===== src/rtl/simpson_pkg.sv =====
// Shared encodings for the Simpson's-rule parameter entry controller.
package simpson_pkg;

    localparam int W_DEF  = 8;
    localparam int NW_DEF = 8;

    localparam logic [2:0] EDIT_A = 3'd0;
    localparam logic [2:0] EDIT_B = 3'd1;
    localparam logic [2:0] EDIT_N = 3'd2;
    localparam logic [2:0] REQ    = 3'd3;
    localparam logic [2:0] WAIT   = 3'd4;

    localparam logic [1:0] FIELD_A    = 2'd0;
    localparam logic [1:0] FIELD_B    = 2'd1;
    localparam logic [1:0] FIELD_N    = 2'd2;
    localparam logic [1:0] FIELD_NONE = 2'd3;

    function automatic logic [1:0] field_of(input logic [2:0] st);
        case (st)
            EDIT_A:  return FIELD_A;
            EDIT_B:  return FIELD_B;
            EDIT_N:  return FIELD_N;
            default: return FIELD_NONE;
        endcase
    endfunction

endpackage


===== src/rtl/sat_updown_reg.sv =====
// Saturating up/down register; steps by STEP on a single-sided click and clamps to [MIN, MAX].
module sat_updown_reg #(
    parameter int WIDTH   = 8,
    parameter bit SIGNED  = 1'b1,
    parameter int STEP    = 1,
    parameter int MIN     = 0,
    parameter int MAX     = 255,
    parameter int RST_VAL = 0
) (
    input  logic             clk,
    input  logic             rst_n,
    input  logic             inc,
    input  logic             dec,
    input  logic             en,
    output logic [WIDTH-1:0] q
);

    // Two guard bits: enough headroom for signed overflow and for unsigned values near 2**WIDTH.
    localparam int XW = WIDTH + 2;
    localparam logic signed [XW-1:0] STEP_X = STEP[XW-1:0];
    localparam logic signed [XW-1:0] MIN_X  = MIN[XW-1:0];
    localparam logic signed [XW-1:0] MAX_X  = MAX[XW-1:0];

    logic signed [XW-1:0] q_x;
    logic signed [XW-1:0] sum_x;

    always_comb begin
        q_x = SIGNED ? {{2{q[WIDTH-1]}}, q} : {2'b00, q};
        sum_x = q_x;
        if (inc && !dec) begin
            sum_x = q_x + STEP_X;
        end else if (dec && !inc) begin
            sum_x = q_x - STEP_X;
        end
        if (sum_x > MAX_X) begin
            sum_x = MAX_X;
        end else if (sum_x < MIN_X) begin
            sum_x = MIN_X;
        end
    end

    always_ff @(posedge clk or negedge rst_n) begin
        if (!rst_n) begin
            q <= RST_VAL[WIDTH-1:0];
        end else if (en) begin
            q <= sum_x[WIDTH-1:0];
        end
    end

endmodule


===== src/rtl/param_entry_fsm.sv =====
// Button-driven editor for integration bounds A/B and interval count N, with a start handshake to the core.
//  state  | meaning
//  EDIT_A | clicks adjust lower bound A
//  EDIT_B | clicks adjust upper bound B
//  EDIT_N | clicks adjust interval count N; next confirms
//  REQ    | parameters offered, waiting for start_ready
//  WAIT   | core running, waiting for calc_done
module param_entry_fsm
    import simpson_pkg::*;
#(
    parameter int W         = W_DEF,
    parameter int NW        = NW_DEF,
    parameter int N_MAX     = 254,
    parameter int B_DEFAULT = 1,
    parameter int STEP      = 1
) (
    input  logic          clk,
    input  logic          rst_n,
    input  logic          up_p,
    input  logic          down_p,
    input  logic          next_p,
    input  logic          start_ready,
    input  logic          calc_done,
    output logic [W-1:0]  a_out,
    output logic [W-1:0]  b_out,
    output logic [NW-1:0] n_out,
    output logic [1:0]    field_sel,
    output logic          start_valid,
    output logic          busy,
    output logic          err
);

    logic [2:0] state;
    logic [2:0] state_nxt;
    logic       a_lt_b;
    logic       editing;

    assign a_lt_b  = $signed(a_out) < $signed(b_out);
    assign editing = (state == EDIT_A) || (state == EDIT_B) || (state == EDIT_N);

    always_comb begin
        state_nxt = state;
        case (state)
            EDIT_A:  if (next_p) state_nxt = EDIT_B;
            EDIT_B:  if (next_p) state_nxt = EDIT_N;
            EDIT_N:  if (next_p) state_nxt = a_lt_b ? REQ : EDIT_A;
            REQ:     if (start_ready) state_nxt = WAIT;
            WAIT:    if (calc_done) state_nxt = EDIT_A;
            default: state_nxt = EDIT_A;
        endcase
    end

    // Outputs are registered from the next state so they line up with the state register.
    always_ff @(posedge clk or negedge rst_n) begin
        if (!rst_n) begin
            state       <= EDIT_A;
            field_sel   <= FIELD_A;
            start_valid <= 1'b0;
            busy        <= 1'b0;
            err         <= 1'b0;
        end else begin
            state       <= state_nxt;
            field_sel   <= field_of(state_nxt);
            start_valid <= (state_nxt == REQ);
            busy        <= (state_nxt == REQ) || (state_nxt == WAIT);
            if (state == EDIT_N && next_p) begin
                err <= !a_lt_b;
            end else if (editing && !next_p && (up_p || down_p)) begin
                err <= 1'b0;
            end
        end
    end

    sat_updown_reg #(
        .WIDTH(W), .SIGNED(1'b1), .STEP(STEP),
        .MIN(-(2 ** (W - 1))), .MAX(2 ** (W - 1) - 1), .RST_VAL(0)
    ) u_a (
        .clk(clk), .rst_n(rst_n), .inc(up_p), .dec(down_p),
        .en((state == EDIT_A) && !next_p), .q(a_out)
    );

    sat_updown_reg #(
        .WIDTH(W), .SIGNED(1'b1), .STEP(STEP),
        .MIN(-(2 ** (W - 1))), .MAX(2 ** (W - 1) - 1), .RST_VAL(B_DEFAULT)
    ) u_b (
        .clk(clk), .rst_n(rst_n), .inc(up_p), .dec(down_p),
        .en((state == EDIT_B) && !next_p), .q(b_out)
    );

    sat_updown_reg #(
        .WIDTH(NW), .SIGNED(1'b0), .STEP(2),
        .MIN(2), .MAX(N_MAX), .RST_VAL(2)
    ) u_n (
        .clk(clk), .rst_n(rst_n), .inc(up_p), .dec(down_p),
        .en((state == EDIT_N) && !next_p), .q(n_out)
    );

endmodule

===== config.mk =====
export PLATFORM = sky130hd
export DESIGN_NAME = param_entry_fsm
export DESIGN_NICKNAME = d
export VERILOG_FILES = /design/src/rtl/simpson_pkg.sv /design/src/rtl/sat_updown_reg.sv /design/src/rtl/param_entry_fsm.sv
export SDC_FILE = /design/constraint.sdc
export NUM_CORES = 1
export LEC_CHECK = 0
export CAP_MARGIN = 10
export CORE_MARGIN = 2
export CORE_UTILIZATION = 45
export DETAILED_ROUTE_END_ITERATION = 12
export HOLD_SLACK_MARGIN = 0.06
export PLACE_DENSITY_LB_ADDON = 0.2
export SYNTH_ARGS = -nofsm -noshare
export SYNTH_HDL_FRONTEND = slang
export SYNTH_SLANG_ARGS = --single-unit

===== constraint.sdc =====
create_clock -name clk -period 3.8 [get_ports clk]
set_input_delay 0.57 -clock clk [delete_from_list [all_inputs] [get_ports clk]]
set_output_delay 0.57 -clock clk [all_outputs]
set_load 0.01 [all_outputs]

### Yosys cells after proc, flatten, opt, wreduce, memory -nomap -nowiden

Index checks and enable logic that the tools add are counted.
W data, S select, Z words.

| storage, ports and cells | value |
|---|---|
| flip-flop bits (word level) | 32 |
| input port bits | 7 |
| output and inout bits | 29 |

| cells by class | value |
|---|---|
| muxes and demuxes | 22 |
| order comparisons | 7 |
| eq/ne operators | 8 |
| reductions and logical operators | 19 |
| add/sub/neg operators | 6 |

Operators by type and width:

| kind | count |
|---|---|
| $mux W10 | 6 |
| $mux W8 | 6 |
| $add A8 B2 Y9 const B | 3 |
| $sub A8 B2 Y9 const B | 3 |
| $gt A10 B8 Y1 const B | 2 |
| $lt A10 B8 Y1 const B | 2 |
| $mux W3 | 5 |
| $pmux W3 S5 | 1 |
| $eq A3 B2 Y1 const B | 4 |
| $gt A10 B9 Y1 const B | 1 |
| $lt A10 B3 Y1 const B | 1 |
| $logic_and A1 B1 Y1 | 8 |
| $lt A8 B8 Y1 | 1 |
| $eq A3 B1 Y1 const B | 2 |
| $eq A3 B3 Y1 const B | 2 |
| $logic_not A3 Y1 | 2 |
| $pmux W2 S3 | 1 |
| $logic_not A1 Y1 | 4 |
| $logic_or A1 B1 Y1 | 4 |
| $mux W1 | 2 |
| $mux W2 | 1 |
| $reduce_bool A2 Y1 | 1 |

### Depth between registers and ports, before layout

| logic depth | value |
|---|---|
| depth in word-level cells | 7 |
| gate-level depth with buffers | 8 |
| mapped depth without buffers | 8 |

### Hierarchy

Synthesis repeated with hierarchy kept, for this count alone.

| unflattened totals | value |
|---|---|
| cell total of the unflattened synthesis | 294 |
| area, all modules | 2743.9 um2 |

By module, submodules not included:

| module | area each (um2) | instances | cells each |
|---|---|---|---|
| sat_updown_reg (u_b) | 719.4 | 1 | 78 |
| sat_updown_reg (u_a) | 718.2 | 1 | 78 |
| param_entry_fsm | 659.4 | 1 | 64 |
| sat_updown_reg (u_n) | 646.9 | 1 | 74 |

### Worst setup path before layout

OpenSTA, ideal clock, no wires.

| timing path | value |
|---|---|
| kind | input to register |
| start point | input up_p |
| end point | register u_b.q[1] |
| required time | 3675 ps |
| arrival time | 2168 ps |
| stages on the path | 7 |
| setup slack | 1507 ps |
| path through | buf_6 or3_4 o41a_1 o2bb2ai_1 clkinv_1 maj3_2 mux2_4 |

| on the way | value |
|---|---|
| cells in the longest elaborated chain, start to end | 7 |

RTL lines:

| what | RTL line | source |
|---|---|---|
| from (decl) | param_entry_fsm.sv:19 | `input logic up_p,` |
| $logic_not A1 Y1 | sat_updown_reg.sv:32 | `end else if (dec && !inc) begin` |
| $logic_and A1 B1 Y1 | sat_updown_reg.sv:32 |  |
| $mux W10 | sat_updown_reg.sv:32 |  |
| $mux W10 (*) | sat_updown_reg.sv:30 | `if (inc && !dec) begin` |
| $lt A10 B8 Y1 | sat_updown_reg.sv:37 | `end else if (sum_x < MIN_X) begin` |
| $mux W8 | sat_updown_reg.sv:37 |  |
| $mux W8 (*) | sat_updown_reg.sv:35 | `if (sum_x > MAX_X) begin` |
| to (signal assigned) | sat_updown_reg.sv:44 | `q <= RST_VAL[WIDTH-1:0];` |
| to (signal assigned) | sat_updown_reg.sv:46 | `q <= sum_x[WIDTH-1:0];` |
| to (decl) | sat_updown_reg.sv:15 | `output logic [WIDTH-1:0] q` |

Every way passes the cells marked *; elsewhere a longest branch is shown, timed or not.
A chain may end at the register's enable or synchronous reset.

### Final worst setup path

| timing path | value |
|---|---|
| start point | input up_p |
| end point | register u_a.q[5] |

| on the way | value |
|---|---|
| cells in the longest elaborated chain, start to end | 7 |

RTL lines:

| what | RTL line |
|---|---|
| $logic_not A1 Y1 | sat_updown_reg.sv:32 |
| $logic_and A1 B1 Y1 | sat_updown_reg.sv:32 |
| $mux W10 | sat_updown_reg.sv:32 |
| $mux W10 (*) | sat_updown_reg.sv:30 |
| $lt A10 B8 Y1 | sat_updown_reg.sv:37 |
| $mux W8 | sat_updown_reg.sv:37 |
| $mux W8 (*) | sat_updown_reg.sv:35 |
| to (signal assigned) | sat_updown_reg.sv:44 |
| to (signal assigned) | sat_updown_reg.sv:46 |
| to (decl) | sat_updown_reg.sv:15 |

Marks and branches as above.

==> qor.csv <==
metric,value,unit
drt-total-wl,6.189,mm
yosys.cell_types.count,65,
stdcell_count,410,
cp.required,3.99,ns
async_flop_share,100.0,%
dp_hpwl,4.491,mm
grt_max_degree,32,
fmax,344.2,MHz
start_util,45.85,%
fin_crit_sh,76.46,%
seq_area_frac_synth,31.21,%
post-cts-setup-buffers,0,
p_leak,1.235,nW
crit_family,simple AND/OR/NAND/NOR gates,
ys_warn_count,0,
vias_per_cell,5.888,
ys_ff_latch,31,
place_area,2880,um^2
worstSetupPathType,primary input to flop,
cts_tree,done,
crit_fanout,20,
post-route-min-period,2.905,ns
clock_latency,0.29,ns
start_kind,primary input,
cts_sinks,31,
die_w,78.44,um
clkTransAtPathRegs,0.07,ns
status,"finished, final reports clean",
hold_path.class,flop to flop,
portBuffers,34,
synthFlopType,dfrtp_1,
row_count,27,
hold_viol,0,
tns,0,ns
syn-instance-count,308,
ant_nets,0,
critPathSlowestCell,clkdlybuf4s50_1,
core_area,5439,um^2
path_cells,clkdlybuf4s50_1 -> nand2b_1 -> nor3_1 -> nand3_1 -> mux2i_1 -> and4b_1 -> nor4_1,
ir_worst_vdd,0.3209,mV
grt_first_pass_wirelength,10.49,mm
rsz0062_at_grt,no,
avgSynthCellArea,8.096,um^2
antenna_found_initial,0,
routabilityCongestion,0.9022,
vias,2414,
max_slew_margin,63.23,%
h-tree-depth,2,
io_pins,36,
worst-path-buf-inv,1,
grt.total_usage,21.30,%
cp.arrival,3.10,ns
drtIter0Drc,96,
cts_inserted_buffers,5,
mostFrequentLayoutCells,"clkdlybuf4s50_1, dfrtp_1, nor2_1",
placedCellCount,402,
critPathMaxStageDelay,0.82,ns
power,2.127,mW
die_area,6153,um^2
area_delta_synth_final,18.77,%
design_area,2962,um^2
root_buffer,clkbuf_8,
final_common_cell,clkdlybuf4s50_1,
worst_slew_pin_slew,0.5498,ns
netlist_area,2494,um^2
drive_gt1_share,6.213,%
hold_buffers,0,
post_cts_resized,0,
setup_slack,0.8945,ns
clock-skew-final,0.008603,ns
drv_slew,0,
synth-edff-count,0,
post_drt_wl_per_cell,15.10,um
pre_cts_slack,0.5962,ns
fin_nets,357,
grt_overflow,0,
cp-end-kind,flop,
grt_pass1_vias,2235,
setup_viol,0,
die_h,78.44,um
drc,0,
antenna_cells,0,
synth.net_count,328,
power.density,718.3,nW/um^2
maxCapViolations,0,
clockBufferDepth,2,
dr.pass1.iters,5,
## per-stage QoR
| step | util (%) | hold WS, ns |
|---|---|---|
| floorplan | - | 0.2744 |
| global placement | 52.96 | 0.5179 |
| detailed placement | 52.96 | 0.5289 |
| CTS | 54.45 | 0.5438 |
| global route | 54.45 | 0.5758 |
| finish | 54.45 | 0.5351 |
## final timing paths
kind                                       from              endpoint  slack, ns  cells past startpoint
hold / removal                  err$_DFFE_PN0P_       err$_DFFE_PN0P_       0.54                      2
max in group asynchronous                 rst_n  u_b.q[0]$_DFFE_PN1P_       2.78                      2
setup / recovery                           up_p  u_a.q[5]$_DFFE_PN0P_       0.89                      7
min in group asynchronous                 rst_n  u_n.q[6]$_DFFE_PN0P_       0.68                      2
hold reg to reg                 err$_DFFE_PN0P_       err$_DFFE_PN0P_       0.54                      2
setup reg to reg           u_b.q[5]$_DFFE_PN0P_        busy$_DFF_PN0_       1.14                      8
## cells by family after synthesis
kind of cell	Yosys count	share of synthesized area, %
adders and majority gates	14	6.975
buffers and inverters	39	6.422
other	1	0.1504
muxes	6	2.659
and+or+nand+nor	116	24.69
xor gates and xnor gates	8	2.810
DFF	31	31.21
AOI/OAI and AO/OA	93	25.09
## cell type report
cell class	count	area [um^2]
fillers	519	2477
flip-flops and latches	31	778.2
repair buffers	38	370.4
clock buffers	7	76.32
clock inverters	1	5.005
inverters	23	86.33
well taps	72	90.09
multi-input cells	238	1555
## cells in the mapped netlist, drive strengths merged (2+ instances only)
cell     n  area [um^2]
nand2b   7        43.79
nor3    10        55.05
ha      13        162.7
nand3b   2        15.01
a21o     5        37.54
nand4    5        31.28
o22ai    3        18.77
o41ai    2        17.52
and2     6        37.54
a21oi   15        75.07
o211ai   4        30.03
a31oi    5        31.28
or4b     2        20.02
a21boi   2        15.02
and3     2        12.51
a311oi   3        26.28
a221oi   5        43.79
nand3    9        45.04
buf      5        32.53
mux2i    4        40.04
nand2   24        90.09
or3      4        30.03
nor2    26        97.59
a211oi   6        45.04
nor2b    4        25.02
xor2     3        26.28
o21ai   25        125.1
nor4    10        68.81
dfstp    2        52.55
o31ai    5        37.54
a41o     2        21.27
mux2     2        26.27
dfrtp   29        725.7
inv     22        82.58
xnor2    5        43.79
clkbuf  11        41.29
## power by group
part	internal, mW	switching (mW)	total, mW
Sequential	0.467	0.253	0.721
Combinational	0.567	0.584	1.15
Clock	0.128	0.128	0.256
Total	1.16	0.964	2.13
## state kept, by name (all words and copies together) (netlist names)
signal / cells
u_a.q: 8
u_b.q: 8
u_n.q: 7
state: 3
field_sel: 2
busy: 1
err: 1
start_valid: 1
## worst min-delay path: cells and delay by family (launching register included)
family | cells | cell delay, ns
flops | 1 | 0.35
compound gates | 2 | 0.15
## layer usage
metal	global-route usage [%]	vias up	share of wire (%)
li1	-	1199	-
met1	29.25	1134	49
met2	34.31	74	45
met3	2.989	7	4.8
met4	7.544	0	0.92
met5	0	-	0
(Power assumes the default switching activity.)
